--- src/rtl/rr_stream_arbiter.sv ---
// Round-robin arbiter with packet lock that merges NUM_REQ byte streams onto one
// valid/ready egress through a two-entry main/skid output buffer.
//
// state     | meaning
// ----------+---------------------------------------------------------------
// ST_IDLE   | no packet open; winner searched from rr_ptr each cycle
// ST_LOCKED | packet open; only the owner may transfer until its last beat

module rr_stream_arbiter #(
   parameter int NUM_REQ = 4,
   parameter int DATA_W  = 8,
   parameter int ID_W    = 2
) (
   input  logic                      clk,
   input  logic                      reset,
   input  logic [NUM_REQ-1:0]        req_valid_i,
   input  logic [NUM_REQ*DATA_W-1:0] req_data_i,
   input  logic [NUM_REQ-1:0]        req_last_i,
   output logic [NUM_REQ-1:0]        req_ready_o,
   output logic                      e_valid_o,
   output logic [DATA_W-1:0]         e_data_o,
   output logic                      e_last_o,
   output logic [ID_W-1:0]           e_id_o,
   input  logic                      e_ready_i,
   output logic                      busy_o
);

   typedef enum logic {
      ST_IDLE   = 1'b0,
      ST_LOCKED = 1'b1
   } state_t;

   state_t            state, state_nxt;
   logic [ID_W-1:0]   rr_ptr, rr_ptr_nxt;
   logic [ID_W-1:0]   owner, owner_nxt;

   logic              found;
   logic [ID_W-1:0]   winner;
   logic [ID_W-1:0]   sel;
   logic              grant_on;
   logic              grant_valid;
   logic              in_ready;
   logic              accept;
   logic [DATA_W-1:0] in_data;
   logic              in_last;

   logic              m_valid, s_valid;
   logic [DATA_W-1:0] m_data, s_data;
   logic              m_last, s_last;
   logic [ID_W-1:0]   m_id, s_id;
   logic              drain;

   function automatic logic [ID_W-1:0] wrap_inc(input logic [ID_W-1:0] v);
      if (v == ID_W'(NUM_REQ - 1)) begin
         return '0;
      end
      return v + ID_W'(1);
   endfunction

   // Lowest valid index at or above rr_ptr wins; otherwise the lowest valid overall.
   always_comb begin
      found  = 1'b0;
      winner = '0;
      for (int i = NUM_REQ - 1; i >= 0; i--) begin
         if (req_valid_i[i]) begin
            found  = 1'b1;
            winner = ID_W'(i);
         end
      end
      for (int i = NUM_REQ - 1; i >= 0; i--) begin
         if (req_valid_i[i] && (ID_W'(i) >= rr_ptr)) begin
            winner = ID_W'(i);
         end
      end
   end

   // Reset also gates ready so nothing is offered while the block is held in reset.
   assign in_ready    = ~s_valid & ~reset;
   assign sel         = (state == ST_LOCKED) ? owner : winner;
   assign grant_on    = (state == ST_LOCKED) | found;
   assign grant_valid = (state == ST_LOCKED) ? req_valid_i[owner] : found;
   assign accept      = grant_valid & in_ready;
   assign in_data     = req_data_i[sel*DATA_W +: DATA_W];
   assign in_last     = req_last_i[sel];
   assign drain       = m_valid & e_ready_i;

   always_comb begin
      req_ready_o = '0;
      if (grant_on && in_ready) begin
         req_ready_o[sel] = 1'b1;
      end
   end

   always_ff @(posedge clk or posedge reset) begin
      if (reset) begin
         state  <= ST_IDLE;
         rr_ptr <= '0;
         owner  <= '0;
      end else begin
         state  <= state_nxt;
         rr_ptr <= rr_ptr_nxt;
         owner  <= owner_nxt;
      end
   end

   always_comb begin
      state_nxt  = state;
      rr_ptr_nxt = rr_ptr;
      owner_nxt  = owner;
      case (state)
         ST_IDLE: begin
            if (accept) begin
               if (in_last) begin
                  rr_ptr_nxt = wrap_inc(winner);
               end else begin
                  state_nxt = ST_LOCKED;
                  owner_nxt = winner;
               end
            end
         end
         ST_LOCKED: begin
            if (accept && in_last) begin
               state_nxt  = ST_IDLE;
               rr_ptr_nxt = wrap_inc(owner);
            end
         end
         default: begin
            state_nxt = ST_IDLE;
         end
      endcase
   end

   // Accept is impossible while the skid slot is full, so the two branches never overlap.
   always_ff @(posedge clk or posedge reset) begin
      if (reset) begin
         m_valid <= 1'b0;
         m_data  <= '0;
         m_last  <= 1'b0;
         m_id    <= '0;
         s_valid <= 1'b0;
         s_data  <= '0;
         s_last  <= 1'b0;
         s_id    <= '0;
      end else if (s_valid) begin
         if (drain) begin
            m_data  <= s_data;
            m_last  <= s_last;
            m_id    <= s_id;
            s_valid <= 1'b0;
         end
      end else if (accept) begin
         if (!m_valid || drain) begin
            m_valid <= 1'b1;
            m_data  <= in_data;
            m_last  <= in_last;
            m_id    <= sel;
         end else begin
            s_valid <= 1'b1;
            s_data  <= in_data;
            s_last  <= in_last;
            s_id    <= sel;
         end
      end else if (drain) begin
         m_valid <= 1'b0;
      end
   end

   assign e_valid_o = m_valid;
   assign e_data_o  = m_data;
   assign e_last_o  = m_last;
   assign e_id_o    = m_id;
   assign busy_o    = (state == ST_LOCKED);

endmodule

--- config.mk ---
export PLATFORM = sky130hd
export DESIGN_NAME = rr_stream_arbiter
export DESIGN_NICKNAME = d
export VERILOG_FILES = /design/src/rtl/rr_stream_arbiter.sv
export SDC_FILE = /design/constraint.sdc
export NUM_CORES = 1
export LEC_CHECK = 0
export ABC_AREA = 1
export BUFFER_PORTS_ARGS = -buffer_cell sky130_fd_sc_hd__buf_2
export CAP_MARGIN = 20
export CORE_MARGIN = 1.5
export CORE_UTILIZATION = 40
export DETAILED_ROUTE_END_ITERATION = 7
export HOLD_SLACK_MARGIN = 0.06
export SLEW_MARGIN = 20
export SYNTH_ARGS = -nofsm -noshare
export SYNTH_HDL_FRONTEND = slang
export SYNTH_SLANG_ARGS = --single-unit
export TNS_END_PERCENT = 1
--- constraint.sdc ---
create_clock -name clk -period 1.9 [get_ports clk]
set_input_delay 0.095 -clock clk [delete_from_list [all_inputs] [get_ports clk]]
set_output_delay 0.095 -clock clk [all_outputs]
set_load 0.1 [all_outputs]
==> reports/metrics.csv, run 1 <==
metric;value;unit
status;completed;
fin_nets;410;
final_area;2660;um2
synthToLayoutAreaGrowth;32.3;%
startpoint;rr_ptr[1];
final_layout_size_suffix_gt1_frac;0.318;
yosysWarnings;0;
wl_per_cell;12.0;um
via_per_inst;4.67;
ys_seq_area_frac;0.361;
placed_area;2480;um2
met2_usage;0.318;
crit_path_max_incr_delay;0.40;ns
synth_common_cells;nand2_1 (130), nand3_1 (39), dfrtp_1 (29);
cts_htree_levels;2;
final_hold_viol_count;0;
crit_slowest_cell;dfrtp_1;
antenna_found_initial;0;
r2r.worst_path.cells;9;
grtUsageMet1;0.269;
multi_input_area;1170;um2
grt_first_pass_wirelength;8.14;mm
ioPinCount;60;
crit_chain;nand2_1, nand2_1, nand2_1, nand2_1, nand2_2, nand2_8, nand2_8, inv_4, nor3_4, buf_12;
grt_usage;0.201;
path_class;reg -> out;
worst-path-stages;10;
drt_iter0_drc;74;
relSlewSlack;0.678;
port_buffers;59;
worst_pin_slew;0.486;ns
synth_top_area_cell;dfrtp_1;
synth.ff_latch_count;29;
fp.dieH;73.9;um
cpLargestDelayFamily;simple AND/OR/NAND/NOR gates;
die_x;73.9;um
synth_ff_type;dfrtp_1;
num_vias;2017;
skew;0.00210;ns
clk_path_buf_depth;2;
antenna_left;0;
synth_cell_types;26;
finalCriticalPeriod;1.83;ns
use_met3;0.0398;
post-place-ws;0.175;ns
post-route-period-util;0.962;
routabilityCongestion;0.803;
grt_setup_unrepaired;yes;
totalWireLength;5.17;mm
grt.busiest_layer;met2;
worst_hold_slack;0.193;ns
grt_start_max_net_pins;27;
worst-r2r-setup-slack;0.19;ns
cp-endpoint;req_ready_o[0];
drc;0;
critical_path_arrival;1.73;ns
critPathMaxFanout;13;
clk_pin_slew;0.06;ns
yosysTopAreaCellShare;0.361;
placementRows;25;
synth_area_leaders;dfrtp_1 (36%), nand2_1 (24%), nand3_1 (9.7%), inv_1 (4.5%), o21ai_2 (4.4%);
yosys.cell_count.top_type;nand2_1;
numCtsBuffers;5;
start_util;0.420;
max_clock_freq;547;MHz
crit_required;1.80;ns
drtPass1Iterations;4;
synth-edff-count;0;
drv_slew;0;
grt_pass1_vias;1754;
end_kind;output pin;
syn_inst;298;
postSynthAreaPerCell;6.74;um2
num-fill-cells;487;
root_buffer;clkbuf_8;
setup_viol_count_final;0;
cts_tree;yes;
cap_violations;0;
hpwl;3.71;mm
diodes;0;
holdCritPathClass;in -> reg;
crit_buf_inv;2;
reg2reg_to;owner[0];
final-seq-area;729;um2
core;4790;um2
overflow;0;
start_kind;flop;
cpMostUsedCell;nand2_1;
clock_latency;0.28;ns
layout_setup_ws;0.0713;ns
dieArea;5460;um2
synth-async-reset-ratio;1.00;
synth_nets;343;
cts_sinks;29;
synthesis.area;2010;um2
## worst min path at each step
stage | from | to | depth (start not counted)
floorplan | reset | async pin | 1
global placement | reset | async pin | 2
detailed placement | reset | async pin | 2
CTS | e_ready_i | s_valid | 4
global route | e_ready_i | s_valid | 4
finish | e_ready_i | e_valid_o | 4
## state kept, by name, summed over array words and instances, names as in the netlist, named ones only
name / flops
s_valid: 1
s_data: 8
e_valid_o: 1
e_data_o: 8
rr_ptr: 2
s_id: 2
e_id_o: 2
owner: 2
s_last: 1
e_last_o: 1
## per-stage QoR
| stage | setup TNS (ns) | instances | util |
|---|---|---|---|
| after floorplan | -0.242 | 298 | - |
| after global placement | 0 | 420 | 0.519 |
| after detailed placement | 0 | 420 | 0.519 |
| after CTS | 0 | 429 | 0.548 |
| after global routing | -0.0882 | 432 | 0.556 |
| final | 0 | 432 | 0.556 |
## worst register-to-register path: stages (launching register included)
cell and delay (ns):
dfrtp_4 0.55, nand2_2 0.30, nand2_8 0.12, buf_4 0.18, nand2_1 0.06, nand3_1 0.07, nand2_2 0.13, nand2_1 0.08
nand2_1 0.06, nand2_1 0.06
## cells by family (layout without fill, tap and decap cells)
group	Yosys count	in the layout	synth area share
AOI/OAI and AO/OA	34	34	0.105
adders and majority gates	2	2	0.0125
buffers and inverters	42	108	0.108
DFF	29	29	0.361
and+or+nand+nor	191	192	0.413
## per-layer routing
layer | up-vias | routed length, um
met2 | 38 | 2480
li1 | 1085 | -
met3 | 9 | 167
met1 | 885 | 2430
met5 | - | 0
met4 | 0 | 85
## layout make-up
| cell class | count | share of cell area |
|---|---|---|
| Clock buffer | 7 | 0.0325 |
| Inverter | 29 | 0.0456 |
| Multi-Input combinational cell | 228 | 0.440 |
| Sequential cell | 29 | 0.274 |
| Tap cell | 67 | 0.0315 |
| Timing Repair Buffer | 72 | 0.176 |
## placed cells by master (no fill, tap or decap), drive strengths merged
cell / netlist / layout
dlygate4sd3: 0 / 1
nor3: 4 / 4
a21oi: 11 / 11
o22ai: 1 / 1
o211ai: 1 / 1
ha: 2 / 2
nand2: 139 / 140
dfrtp: 29 / 29
nor2: 7 / 7
clkbuf: 3 / 7
inv: 29 / 29
nand3: 41 / 41
buf: 10 / 71
o21ai: 21 / 21
## what timing repair did
item                       4_1_cts  5_1_grt
pin swaps                        1        0
gates resized for setup          5        3
setup buffers                    0        3
hold buffers                     1        0
hold endpoints to repair        29        0
setup endpoints to repair        4        5
cloned                           1        0
Power of run 1 is left out: the tool's default activity adds up to more than one toggle a clock period on the data nets, which glitch-free logic cannot reach.
==> run 2, diff against run 1 <==
--- a/config.mk
+++ b/config.mk
@@ -5,13 +5,14 @@
 export SDC_FILE = /design/constraint.sdc
 export NUM_CORES = 1
 export LEC_CHECK = 0
-export ABC_AREA = 1
 export BUFFER_PORTS_ARGS = -buffer_cell sky130_fd_sc_hd__buf_2
 export CAP_MARGIN = 20
-export CORE_MARGIN = 1.5
+export CORE_MARGIN = 4
 export CORE_UTILIZATION = 40
 export DETAILED_ROUTE_END_ITERATION = 7
 export HOLD_SLACK_MARGIN = 0.06
+export MAX_ROUTING_LAYER = met4
+export PLACE_DENSITY = 0.65
 export SLEW_MARGIN = 20
 export SYNTH_ARGS = -nofsm -noshare
 export SYNTH_HDL_FRONTEND = slang
==> reports/metrics.csv, run 2 <==
metric;value;unit;change
synth-simple-area-share;0.163;;was 0.413
synth-compound-area-share;0.172;;was 0.105
end_kind;flop;;was output pin
crit_slowest_cell;dfrtp_4;;was dfrtp_1
violations;setup timing;;
synth_xor_area_frac;0;;unchanged
root_buffer;clkbuf_8;;unchanged
drt_iter0_drc;74;;unchanged
drv_slew;0;;unchanged
synthToLayoutAreaGrowth;55.8;%;was 32.3%
relSlewSlack;0.673;;was 0.678
path_class;reg -> reg;;was reg -> out
synth_adder_area_share;0.0131;;was 0.0125
crit_required;2.07;ns;was 1.80 ns
grt_pass1_vias;1755;;was 1754
clk_pin_slew;0.06;ns;about the same
via_per_inst;5.33;;was 4.67
powerDensity;2110;nW/um2;
skew;0.00623;ns;was 0.00210 ns
final_layout_size_suffix_gt1_frac;0.507;;was 0.318
placementRows;24;;was 25
routabilityCongestion;0.894;;was 0.803
dieArea;5940;um2;was 5460 um2
crit_path_max_incr_delay;0.50;ns;was 0.40 ns
ioPinCount;60;;unchanged
max_clock_freq;474;MHz;was 547 MHz
yosysWarnings;0;;unchanged
num-fill-cells;352;;was 487
wl_met2;2.64;mm;was 2.48 mm
start_kind;flop;;unchanged
drc;0;;unchanged
holdCritPathClass;in -> reg;;unchanged
final_common_cell;buf_2;;was nand2_1
grt_start_max_net_pins;30;;was 27
yosysTopAreaCellShare;0.380;;was 0.361
synth.ff_latch_count;29;;unchanged
synth_top_family_by_area;multiplexers;;was simple AND/OR/NAND/NOR gates
final_cell_mix;buf_2 (55), buf_4 (30), dfrtp_1 (26);;was nand2_1 (127), buf_2 (55), nand3_1 (38)
top_layer_used;met4;;unchanged
synth-edff-count;0;;unchanged
cts_sinks;29;;unchanged
totalWireLength;5.36;mm;was 5.17 mm
crit_buf_inv;2;;unchanged
diodes;0;;unchanged
grt_first_pass_wirelength;8.58;mm;was 8.14 mm
ir_drop;1.10;mV;
cpLargestDelayFamily;compound AO/OA/AOI/OAI gates;;was simple AND/OR/NAND/NOR gates
synthesis.area;1910;um2;was 2010 um2
synth_top_area_cell;dfrtp_1;;unchanged
crit_chain;buf_12, buf_4, a311oi_2, nor3_1, or2_1, mux2_4, a221o_1;;was nand2_1, nand2_1, nand2_1, nand2_1, nand2_2, nand2_8, nand2_8, inv_4, nor3_4, buf_12
met3_length;254;um;was 167 um
synth_nets;233;;was 343
setup_viol_count_final;24;;was 0
wl_per_cell;15.7;um;was 12.0 um
worst_hold_slack;0.244;ns;was 0.193 ns
start_util;0.426;;was 0.420
overflow;0;;unchanged
num_vias;1822;;was 2017
finalCriticalPeriod;2.11;ns;was 1.83 ns
antenna_found_initial;0;;unchanged
synth_common_cells;dfrtp_1 (29), mux2i_1 (25), nor2_1 (19);;was nand2_1 (130), nand3_1 (39), dfrtp_1 (29)
grt_setup_unrepaired;yes;;unchanged
finalPower;0.00628;W;
drtPass1Iterations;4;;unchanged
worst_pin_slew;0.494;ns;was 0.486 ns
hpwl;3.54;mm;was 3.71 mm
status;complete, but fails checks;;was completed
clock_latency;0.28;ns;about the same
fp.dieH;77.1;um;was 73.9 um
syn_inst;188;;was 298
cts_tree;yes;;unchanged
post-route-period-util;1.11;;was 0.962
fin_nets;334;;was 410
cellLeakagePower;1.51;nW;
cap_violations;0;;unchanged
critical_path_arrival;2.28;ns;was 1.73 ns
grt_usage;0.184;;was 0.201
postSynthAreaPerCell;10.1;um2;was 6.74 um2
synth-async-reset-ratio;1.00;;unchanged
antenna_left;0;;unchanged
final_hold_viol_count;0;;unchanged
clk_path_buf_depth;2;;unchanged
synth_area_leaders;dfrtp_1 (38%), mux2i_1 (13%), mux2_4 (5.5%), a221o_1 (4.7%), nor2_1 (3.7%);;was dfrtp_1 (36%), nand2_1 (24%), nand3_1 (9.7%), inv_1 (4.5%), o21ai_2 (4.4%)
critPathMaxFanout;6;;was 13
port_buffers;59;;unchanged
core;4470;um2;was 4790 um2
numCtsBuffers;5;;unchanged
wl_met1;2.41;mm;was 2.43 mm
synth_cell_types;41;;was 26
ys_seq_area_frac;0.380;;was 0.361
cts_htree_levels;2;;unchanged
synthMuxAreaShare;0.228;;was 0
yosys.cell_count.top_type;dfrtp_1;;was nand2_1
die_x;77.1;um;was 73.9 um
synth_ff_type;dfrtp_1;;unchanged
layout_setup_ws;-0.211;ns;was 0.0713 ns
-- run 2: changes by cell type after synthesis, sizes merged, moves of 7 or more --
| cell | delta |
|---|---|
| a21oi | -7 |
| a221o | +9 |
| inv | -24 |
| mux2 | +12 |
| mux2i | +25 |
| nand2 | -121 |
| nand3 | -38 |
| nor2 | +13 |
| o21ai | -11 |
-- run 2: repair_timing --
action                                  4_1_cts  5_1_grt
cloned                                        0        1
resized for setup                            14       15
pin swaps                                     7        8
hold buffers                                  2        0
endpoints found under the setup margin       26       29
hold endpoints to repair                     30        0
buffers inserted                             10        3
-- run 2: worst min-delay path: cells and delay by family --
family                 cells  cell delay, ns
AOI/OAI and AO/OA          2            0.14
buffers and inverters      2            0.19
and+or+nand+nor            1            0.06
-- run 2: metal layers --
metal  GRT usage  vias to the layer above
li1            -                      891
met1       0.235                      871
met2       0.293                       53
met3      0.0445                        7
met4      0.0480                        0
met5           -                        -
-- run 2: stage by stage --
step,TNS [ns],area [um2],util,cells,setup WS (ns)
3_5_place_dp,-1.69,2600,0.582,318,-0.138
6_report,-3.00,2970,0.664,342,-0.211
3_3_place_gp,-0.998,2600,0.582,318,-0.105
5_1_grt,-5.36,2970,0.664,342,-0.279
2_1_floorplan,-7.77,1970,-,188,-0.489
4_1_cts,-3.65,2880,0.643,338,-0.242
-- run 2: cells by family after synthesis --
family | after synthesis
and+or+nand+nor | 64
AOI/OAI and AO/OA | 40
muxes | 38
DFF | 29
buffers and inverters | 15
adders and majority gates | 2
-- run 2: layout make-up --
type                            instances  area [um2]  share of cell area
Multi-Input combinational cell        144        1220               0.412
Sequential cell                        29         732               0.246
Clock inverter                          1        30.0              0.0101
Timing Repair Buffer                  104         817               0.275
Inverter                                5        18.8             0.00631
Clock buffer                            7        86.3              0.0290
Tap cell                               52        65.1              0.0219
-- run 2: final timing paths --
kind	from	to	slack, ns	depth (start not counted)
hold reg to reg	e_id_o[1]	e_id_o[1]	0.48	2
setup / recovery	flop	e_last_o	-0.21	7
max in group asynchronous	reset	rr_ptr[0]	1.14	4
min in group asynchronous	reset	s_valid	0.45	4
setup reg to reg	flop	e_last_o	-0.21	7
hold / removal	reset	e_valid_o	0.24	5
-- run 2: power by group --
| group | internal (W) | switching [W] | total, W | leakage [nW] |
|---|---|---|---|---|
| logic | 0.00192 | 0.00255 | 0.00447 | 1.10 |
| registers | 0.000928 | 0.000215 | 0.00114 | 0.355 |
| clock network | 0.000427 | 0.000243 | 0.000671 | 0.0585 |
(Power assumes the default switching activity.)
